## src/rtl/sccb_slave_responder.sv

```systemverilog
// sccb_slave_responder
//   Oversampled SCCB/I2C slave for OV5647-style transfers:
//     write: ID, addr-hi, addr-lo, data... (burst, auto-increment)
//     read : ID|1, data... (master acks to continue, nacks to finish)
//   SIOC/SIOD are synchronised to clk and edges are detected from a history flop.
//   A 16-bit address pointer / 8-bit data register port faces the register bank.
module sccb_slave_responder #(
  parameter logic [7:0] SID         = 8'h6C,
  parameter bit         ACK_EN      = 1'b1,
  parameter int         SYNC_STAGES = 2
) (
  input  logic        clk,
  input  logic        resend,
  input  logic        sioc_i,
  input  logic        siod_i,
  output logic        siod_oe,
  output logic        busy,
  output logic        wr_en,
  output logic [15:0] wr_addr,
  output logic [7:0]  wr_data,
  output logic [15:0] rd_addr,
  output logic        rd_strobe,
  input  logic [7:0]  rd_data
);

  typedef enum logic [2:0] {
    S_IDLE,
    S_DEV,
    S_AH,
    S_AL,
    S_WD,
    S_RD,
    S_IGNORE
  } state_t;

  // Synchronizer chains plus one history flop per pin
  logic [SYNC_STAGES-1:0] sioc_sync_reg;
  logic [SYNC_STAGES-1:0] siod_sync_reg;
  logic                   sioc_hist_reg;
  logic                   siod_hist_reg;

  // Protocol state
  state_t      state_reg;
  logic [3:0]  bit_cnt_reg;    // SIOC rising edges seen in the current 9-bit frame
  logic [6:0]  shift_reg;      // received bits; the 8th bit is taken straight from the pin
  logic [6:0]  tx_reg;         // remaining bits of the byte being returned to the master
  logic [15:0] ptr_reg;
  logic        load_pend_reg;  // rd_data is valid this cycle, load it into the TX shifter
  logic        siod_oe_reg;
  logic        busy_reg;
  logic        wr_en_reg;
  logic [15:0] wr_addr_reg;
  logic [7:0]  wr_data_reg;
  logic        rd_strobe_reg;

  logic       sioc_s;
  logic       siod_s;
  logic       sioc_rise;
  logic       sioc_fall;
  logic       start_det;
  logic       stop_det;
  logic [7:0] rx_byte;

  assign sioc_s    = sioc_sync_reg[SYNC_STAGES-1];
  assign siod_s    = siod_sync_reg[SYNC_STAGES-1];
  assign sioc_rise = sioc_s & ~sioc_hist_reg;
  assign sioc_fall = ~sioc_s & sioc_hist_reg;
  // START/STOP need SIOC stable high across both samples so data moves under SIOC low never qualify
  assign start_det = sioc_s & sioc_hist_reg & siod_hist_reg & ~siod_s;
  assign stop_det  = sioc_s & sioc_hist_reg & ~siod_hist_reg & siod_s;
  assign rx_byte   = {shift_reg, siod_s};

  assign siod_oe   = siod_oe_reg;
  assign busy      = busy_reg;
  assign wr_en     = wr_en_reg;
  assign wr_addr   = wr_addr_reg;
  assign wr_data   = wr_data_reg;
  assign rd_addr   = ptr_reg;
  assign rd_strobe = rd_strobe_reg;

  // Bring SIOC/SIOD into the clk domain; idle-high reset value matches a released bus
  always_ff @(posedge clk) begin
    if (resend) begin
      sioc_sync_reg <= '1;
      siod_sync_reg <= '1;
      sioc_hist_reg <= 1'b1;
      siod_hist_reg <= 1'b1;
    end else begin
      sioc_sync_reg <= {sioc_sync_reg[SYNC_STAGES-2:0], sioc_i};
      siod_sync_reg <= {siod_sync_reg[SYNC_STAGES-2:0], siod_i};
      sioc_hist_reg <= sioc_s;
      siod_hist_reg <= siod_s;
    end
  end

  // Protocol FSM: sample on SIOC rise, drive SIOD on SIOC fall, START/STOP override everything
  always_ff @(posedge clk) begin
    if (resend) begin
      state_reg     <= S_IDLE;
      bit_cnt_reg   <= 4'd0;
      shift_reg     <= 7'd0;
      tx_reg        <= 7'd0;
      ptr_reg       <= 16'd0;
      load_pend_reg <= 1'b0;
      siod_oe_reg   <= 1'b0;
      busy_reg      <= 1'b0;
      wr_en_reg     <= 1'b0;
      wr_addr_reg   <= 16'd0;
      wr_data_reg   <= 8'd0;
      rd_strobe_reg <= 1'b0;
    end else begin
      wr_en_reg     <= 1'b0;
      rd_strobe_reg <= 1'b0;

      // rd_data answers the strobe one cycle later; MSB goes straight onto the line
      if (load_pend_reg) begin
        tx_reg        <= rd_data[6:0];
        siod_oe_reg   <= ~rd_data[7];
        load_pend_reg <= 1'b0;
      end

      if (stop_det) begin
        state_reg     <= S_IDLE;
        busy_reg      <= 1'b0;
        siod_oe_reg   <= 1'b0;
        bit_cnt_reg   <= 4'd0;
        load_pend_reg <= 1'b0;
      end else if (start_det) begin
        // Pointer is deliberately kept so a read can follow a pointer-setting write
        state_reg     <= S_DEV;
        busy_reg      <= 1'b1;
        siod_oe_reg   <= 1'b0;
        bit_cnt_reg   <= 4'd0;
        load_pend_reg <= 1'b0;
      end else if (sioc_rise) begin
        case (state_reg)
          S_DEV, S_AH, S_AL, S_WD: begin
            if (bit_cnt_reg != 4'd8) begin
              shift_reg   <= rx_byte[6:0];
              bit_cnt_reg <= bit_cnt_reg + 4'd1;
              if (bit_cnt_reg == 4'd7) begin
                case (state_reg)
                  S_DEV: begin
                    if (rx_byte[7:1] != SID[7:1]) state_reg <= S_IGNORE;
                  end
                  S_AH: ptr_reg[15:8] <= rx_byte;
                  S_AL: ptr_reg[7:0]  <= rx_byte;
                  S_WD: begin
                    wr_en_reg   <= 1'b1;
                    wr_addr_reg <= ptr_reg;
                    wr_data_reg <= rx_byte;
                    ptr_reg     <= ptr_reg + 16'd1;
                  end
                  default: ;
                endcase
              end
            end else begin
              // 9th rise closes the ack slot; shift_reg[0] still holds the R/W bit
              bit_cnt_reg <= 4'd0;
              case (state_reg)
                S_DEV:   state_reg <= shift_reg[0] ? S_RD : S_AH;
                S_AH:    state_reg <= S_AL;
                S_AL:    state_reg <= S_WD;
                default: ;
              endcase
            end
          end
          S_RD: begin
            if (bit_cnt_reg != 4'd8) begin
              bit_cnt_reg <= bit_cnt_reg + 4'd1;
            end else if (!siod_s) begin
              ptr_reg     <= ptr_reg + 16'd1;
              bit_cnt_reg <= 4'd0;
            end else begin
              state_reg <= S_IGNORE;
            end
          end
          default: ;
        endcase
      end else if (sioc_fall) begin
        case (state_reg)
          S_DEV, S_AH, S_AL, S_WD: begin
            if (bit_cnt_reg == 4'd8) siod_oe_reg <= ACK_EN;
            else if (bit_cnt_reg == 4'd0) siod_oe_reg <= 1'b0;
          end
          S_RD: begin
            if (bit_cnt_reg == 4'd0) begin
              rd_strobe_reg <= 1'b1;
              load_pend_reg <= 1'b1;
              siod_oe_reg   <= 1'b0;
            end else if (bit_cnt_reg == 4'd8) begin
              siod_oe_reg <= 1'b0;
            end else begin
              siod_oe_reg <= ~tx_reg[6];
              tx_reg      <= {tx_reg[5:0], 1'b0};
            end
          end
          default: siod_oe_reg <= 1'b0;
        endcase
      end
    end
  end

endmodule
```

## config.mk

```make
export PLATFORM = sky130hd
export DESIGN_NAME = sccb_slave_responder
export DESIGN_NICKNAME = d
export VERILOG_FILES = /design/src/rtl/sccb_slave_responder.sv
export SDC_FILE = /design/constraint.sdc
export NUM_CORES = 1
export LEC_CHECK = 0
export ABC_AREA = 0
export CORE_MARGIN = 2
export CORE_UTILIZATION = 25
export DETAILED_ROUTE_END_ITERATION = 7
export GPL_TIMING_DRIVEN = 0
export PLACE_DENSITY_LB_ADDON = 0.25
export SLEW_MARGIN = 20
export SYNTH_ARGS = -nofsm -noshare
export SYNTH_HDL_FRONTEND = slang
export SYNTH_SLANG_ARGS = --single-unit
```

## constraint.sdc

```tcl
create_clock -name clk -period 2.1 [get_ports clk]
set_input_delay 0.42 -clock clk [delete_from_list [all_inputs] [get_ports clk]]
set_output_delay 0.42 -clock clk [all_outputs]
set_load 0.01 [all_outputs]
```

* After elaboration in Yosys (flattened, before gate mapping) *
Index checks and enable logic that the tools add are counted.

storage, ports and cells
  bits in registers = 71
  bits of input ports = 12
  output and inout bits = 44
  word-level logic and storage cells = 123

cells by class
  add/sub/neg operators = 2
  eq/ne operators = 27
  muxes and demuxes = 40
  bitwise logic cells = 21
  reductions and logical operators = 16

operator list
  cell                                                 count
  two-way mux 16 bit                                   4
  two-way mux 7 bit                                    8
  case mux 16 bit (2 select lines)                     1
  case mux 8 bit (2 select lines)                      2
  != test 3 bit, second input constant                 8
  two-way mux 3 bit                                    7
  != test 4 bit, second input constant                 5
  AND reduction 9 bit                                  2
  adder 16 x 1 -> 16 bit, second input constant        1
  AND reduction 8 bit                                  2
  inverter 1 bit                                       14
  two-way mux 4 bit                                    3
  two-way mux 1 bit                                    11
  != test 2 bit, second input constant                 5
  case mux 3 bit (3 select lines)                      1
  case mux 4 bit (2 select lines)                      1
  AND 1 bit                                            7
  != test 7 x 6 -> 1 bit, second input constant        1
  AND reduction 7 bit                                  1
  OR reduction 7 bit                                   1
  equality test 3 x 2 -> 1 bit, second input constant  2
  equality test 3 bit, second input constant           2
  case mux 3 bit (2 select lines)                      1
  OR reduction 6 bit                                   1
  14 further kinds                                     15

* Depth between registers and ports, before layout *
  depth after elaboration = 8
  mapped depth = 9
  depth with buffers taken out = 7

* Worst setup path before layout *
Ideal clock, no wire load.

  kind = reg-to-reg
  start point = register bit_cnt_reg[0]
  end point = register ptr_reg[5], in the netlist rd_addr[5]
  data arrival time = 1.717 ns
  required time = 1.963 ns
  setup slack = 0.246 ns
  stages on the path, launching flop included = 10
  buffers on the path = 2
  clock period less this slack = 1.854 ns
  cells stage by stage = dfxtp_1 inv_1 ha_1 and3b_1 buf_6 a31o_4 o21a_1 buf_6 a21oi_1 a311oi_2

on the way
  word-level cells in the longest chain between the ends = 3
  elaborated cells between the ends (all ways) = 6
  classes of those cells = 5 x eq/ne; 1 x reduce/logical

RTL lines
  item                                                                  RTL line       RTL
  start, declared                                                       44             logic [3:0] bit_cnt_reg;
  start signal, assigned                                                140            bit_cnt_reg <= bit_cnt_reg + 4'd1;
  start signal, assigned                                                170            bit_cnt_reg <= bit_cnt_reg + 4'd1;
  equality test 4 x 3 -> 1 bit / != test 4 bit (equally long branches)  141, 138, 169
  != test 2 bit (no line)                                               --
  AND reduction 9 bit (no line) (*)                                     --
  end signal, assigned                                                  147            S_AL: ptr_reg[7:0] <= rx_byte;
  end signal, assigned                                                  152            ptr_reg <= ptr_reg + 16'd1;
  end signal, assigned                                                  172            ptr_reg <= ptr_reg + 16'd1;
  end, declared                                                         47             logic [15:0] ptr_reg;

Mark *: on every way between the ends. The rest lies on a longest branch, timed or not.
A chain may end at the register's enable or synchronous reset.

* Worst setup path in the final report *
  start point = register bit_cnt_reg[0]
  end point = register ptr_reg[10], in the netlist rd_addr[10]

Same word-level chain as after synthesis.

==> flow_summary_export.csv <==
group,metric,value,unit
outcome,status,"complete, no violations",
clock_network,clkLatencyLatePin,330,ps
timing,finalHoldViolCount,0,
placed_design,dp_hpwl,6.52,mm
min_path,min_path_type,"reg2reg",
routing,drc_errors,0,
floorplanning,core,0.0132,sq mm
routing,drt-vias-per-instance,4.71,
synth,synth_area_leader_cell,"dfxtp_1",
finish,fin_nets,458,
synth,ys_seq_area_frac,0.423,
routing,wl_per_cell,14.6,microns
synth,muxShareOfSynthArea,0.105,
synth,synth_seq_cells,71,
floorplanning,num_rows,42,
critical_path,worstSetupPathType,"reg2reg",
floorplanning,dieArea,0.0144,sq mm
routing,dr.max_layer_used,"met4",
finish,drive_gt1_frac,0.121,
pwr,power_leakage,1.73,nW
grt,grt_pass1_vias,2874,
clock_network,numCtsBuffers,9,
clock_network,cts_tree,"built",
clock_network,clkTransAtPathRegs,60,ps
timing,finalSetupViolations,0,
critical_path,setup.worst_path.start_class,"flop",
grt,grt_pass1_wl,14.9,mm
routing,wl_met2,4.17,mm
floorplanning,io_pins,56,
critical_path,critPathMaxFanout,10,
floorplanning,dieWidth,120,microns
placed_design,portBuffers,54,
critical_path,crit_arrival,2220,ps
synth,async_flop_share,0,
synth,synth_edf_count,0,
routing,dr_total_vias,2934,
synth,synth_area_leaders,"dfxtp_1, mux2i_1, nor2_1",
synth,synth-simple-area-share,0.204,
grt,track_usage,0.131,
synth,synth_area,0.00336,sq mm
clock_network,clock-sinks,71,
grt,grt_max_degree,12,
critical_path,end_kind,"flop",
synth,synth-compound-area-share,0.198,
synth,synth_fa_ha_area_frac,0.0112,
floorplanning,die-height,120,microns
critical_path,worst_ep_required_time,2360,ps
routing,totalWireLength,9.10,mm
synth,yosysWarningCount,0,
placed_design,globalplace.congestion,0.825,
timing,slew_viol_final,0,
synth,syn_nets,392,
grt,overflow,0,
timing,hold_ws,407,ps
pwr,p_per_area,686,mW/mm^2
synth,yosysUniqueCellTypes,58,
finish,antennaDiodeCount,0,
timing,slew_headroom,0.548,
timing,rsz0062_at_grt,"false",
synth,synth_top_family_by_area,"simple AND/OR/NAND/NOR gates",
timing,worst_pin_slew,678,ps
timing,fin_ws,133,ps
synth,syn_avg_cell_area,8.92,sq um
timing,clock.fmax,509,MHz
grt,antenna_found_initial,0,
timing,timing.final.crit_period,1970,ps
placed_design,place_ws,44.9,ps
clock_network,clock_path_buffers,2,
synth,synth_ff_type,"dfxtp_1",
floorplanning,initial_core_util,0.255,
routing,drtIter0Drc,207,
routing,drt_pass1_iterations,5,
clock_network,cts_max_level,3,
synth,synth-xor-area-share,0.00260,
clock_network,root_buffer,"clkbuf_16",
timing,clock_skew,6.99,ps
finish,area_delta_synth_final,32.7,%
routing,wl_met1,4.37,mm
routing,ant_nets,0,
synth,synthCells,377,
job,maxCapViolations,0,
routing,dr_wl_met3,455,microns
synth,yosys.area.top_type_share,0.423,
pwr,peakVddDrop,0.279,mV
timing,setup_tns,0,ps
timing,min_period_over_period,0.936,
-- routing by layer --
layer  up-vias  GRT usage
met4         0     0.0331
met1      1386      0.173
li1       1477          -
met5         -          0
met3        11     0.0428
met2        60      0.207
-- worst max-delay path: stages, from the launching register on --
cell      delay, ps
dfxtp_4         370
inv_1            50
ha_1            220
and3b_1         180
buf_6           130
a31o_4          260
o21ai_4         270
buf_6           190
nor2_2           50
a211oi_2        170
-- through the flow --
step / total power, mW / util / cell area [sq um] / instances
3_5_place_dp: 1.49 / 0.313 / 4120 / 607
5_1_grt: 3.17 / 0.338 / 4460 / 623
4_1_cts: 3.11 / 0.337 / 4440 / 622
3_3_place_gp: 1.49 / 0.313 / 4120 / 607
6_report: 3.06 / 0.338 / 4460 / 623
2_1_floorplan: 1.44 / - / 3360 / 377
-- report_power, final --
part / total [mW] / switching [mW] / internal, mW
sequential: 1.36 / 0.00601 / 1.35
clock: 1.61 / 0.565 / 1.04
combinational: 0.0955 / 0.0566 / 0.0389
-- logic make-up after synthesis --
logic type / Yosys count
and+or+nand+nor: 139
AOI/OAI and AO/OA: 93
DFF: 71
buffers and inverters: 35
muxes: 35
adders and majority gates: 3
xor gates and xnor gates: 1
-- cell usage after synthesis, drive strengths merged (4+ instances only) --
| cell type | n |
|---|---|
| a311oi | 5 |
| a21oi | 30 |
| a211oi | 9 |
| buf | 13 |
| inv | 11 |
| nand2b | 10 |
| a31oi | 5 |
| nand2 | 25 |
| nand4 | 6 |
| nor2 | 60 |
| mux2i | 34 |
| dfxtp | 71 |
| nand3 | 6 |
| or2 | 7 |
| clkbuf | 11 |
| o21ai | 20 |
| a21o | 4 |
-- final timing paths --
kind	depth (start not counted)	startpoint	slack (ps)	to
hold reg to reg	1	sioc_sync_reg[0]$_SDFF_PP1_	410	sioc_sync_reg[1]$_SDFF_PP1_
setup / recovery	9	bit_cnt_reg[0]$_SDFFE_PP0P_	130	rd_addr[10]$_SDFFE_PP0P_
hold / removal	1	sioc_sync_reg[0]$_SDFF_PP1_	410	sioc_sync_reg[1]$_SDFF_PP1_
setup reg to reg	9	bit_cnt_reg[0]$_SDFFE_PP0P_	130	rd_addr[10]$_SDFFE_PP0P_
-- cell type report --
class	count	area (sq um)
multi-input cells	271	1760
clock inverters	2	37.5
fillers	1383	8730
well taps	176	220
clock buffers	13	280
repair buffers	55	548
plain buffers	24	150
flip-flops and latches	71	1430
inverters	11	41.3
-- cells in the final DEF (no fill, tap or decap), types with 7 or more instances in the layout --
cell / Yosys / layout
mux2i_1: 34 / 34
nand2b_1: 9 / 9
clkdlybuf4s50_1: 0 / 54
a211oi_1: 8 / 8
nand2_1: 25 / 25
dfxtp_1: 71 / 69
inv_1: 11 / 11
clkbuf_1: 11 / 11
nor2_1: 59 / 59
o21ai_0: 12 / 12
clkbuf_16: 0 / 9
a21oi_1: 29 / 28
buf_6: 7 / 7
-- what timing repair did --
item | CTS | global route
endpoints found under the setup margin | 0 | 32
hold buffers | 0 | 0
buffers inserted | 0 | 1
gates resized for setup | 0 | 5
Note: power is estimated with default switching activity, not from simulation.
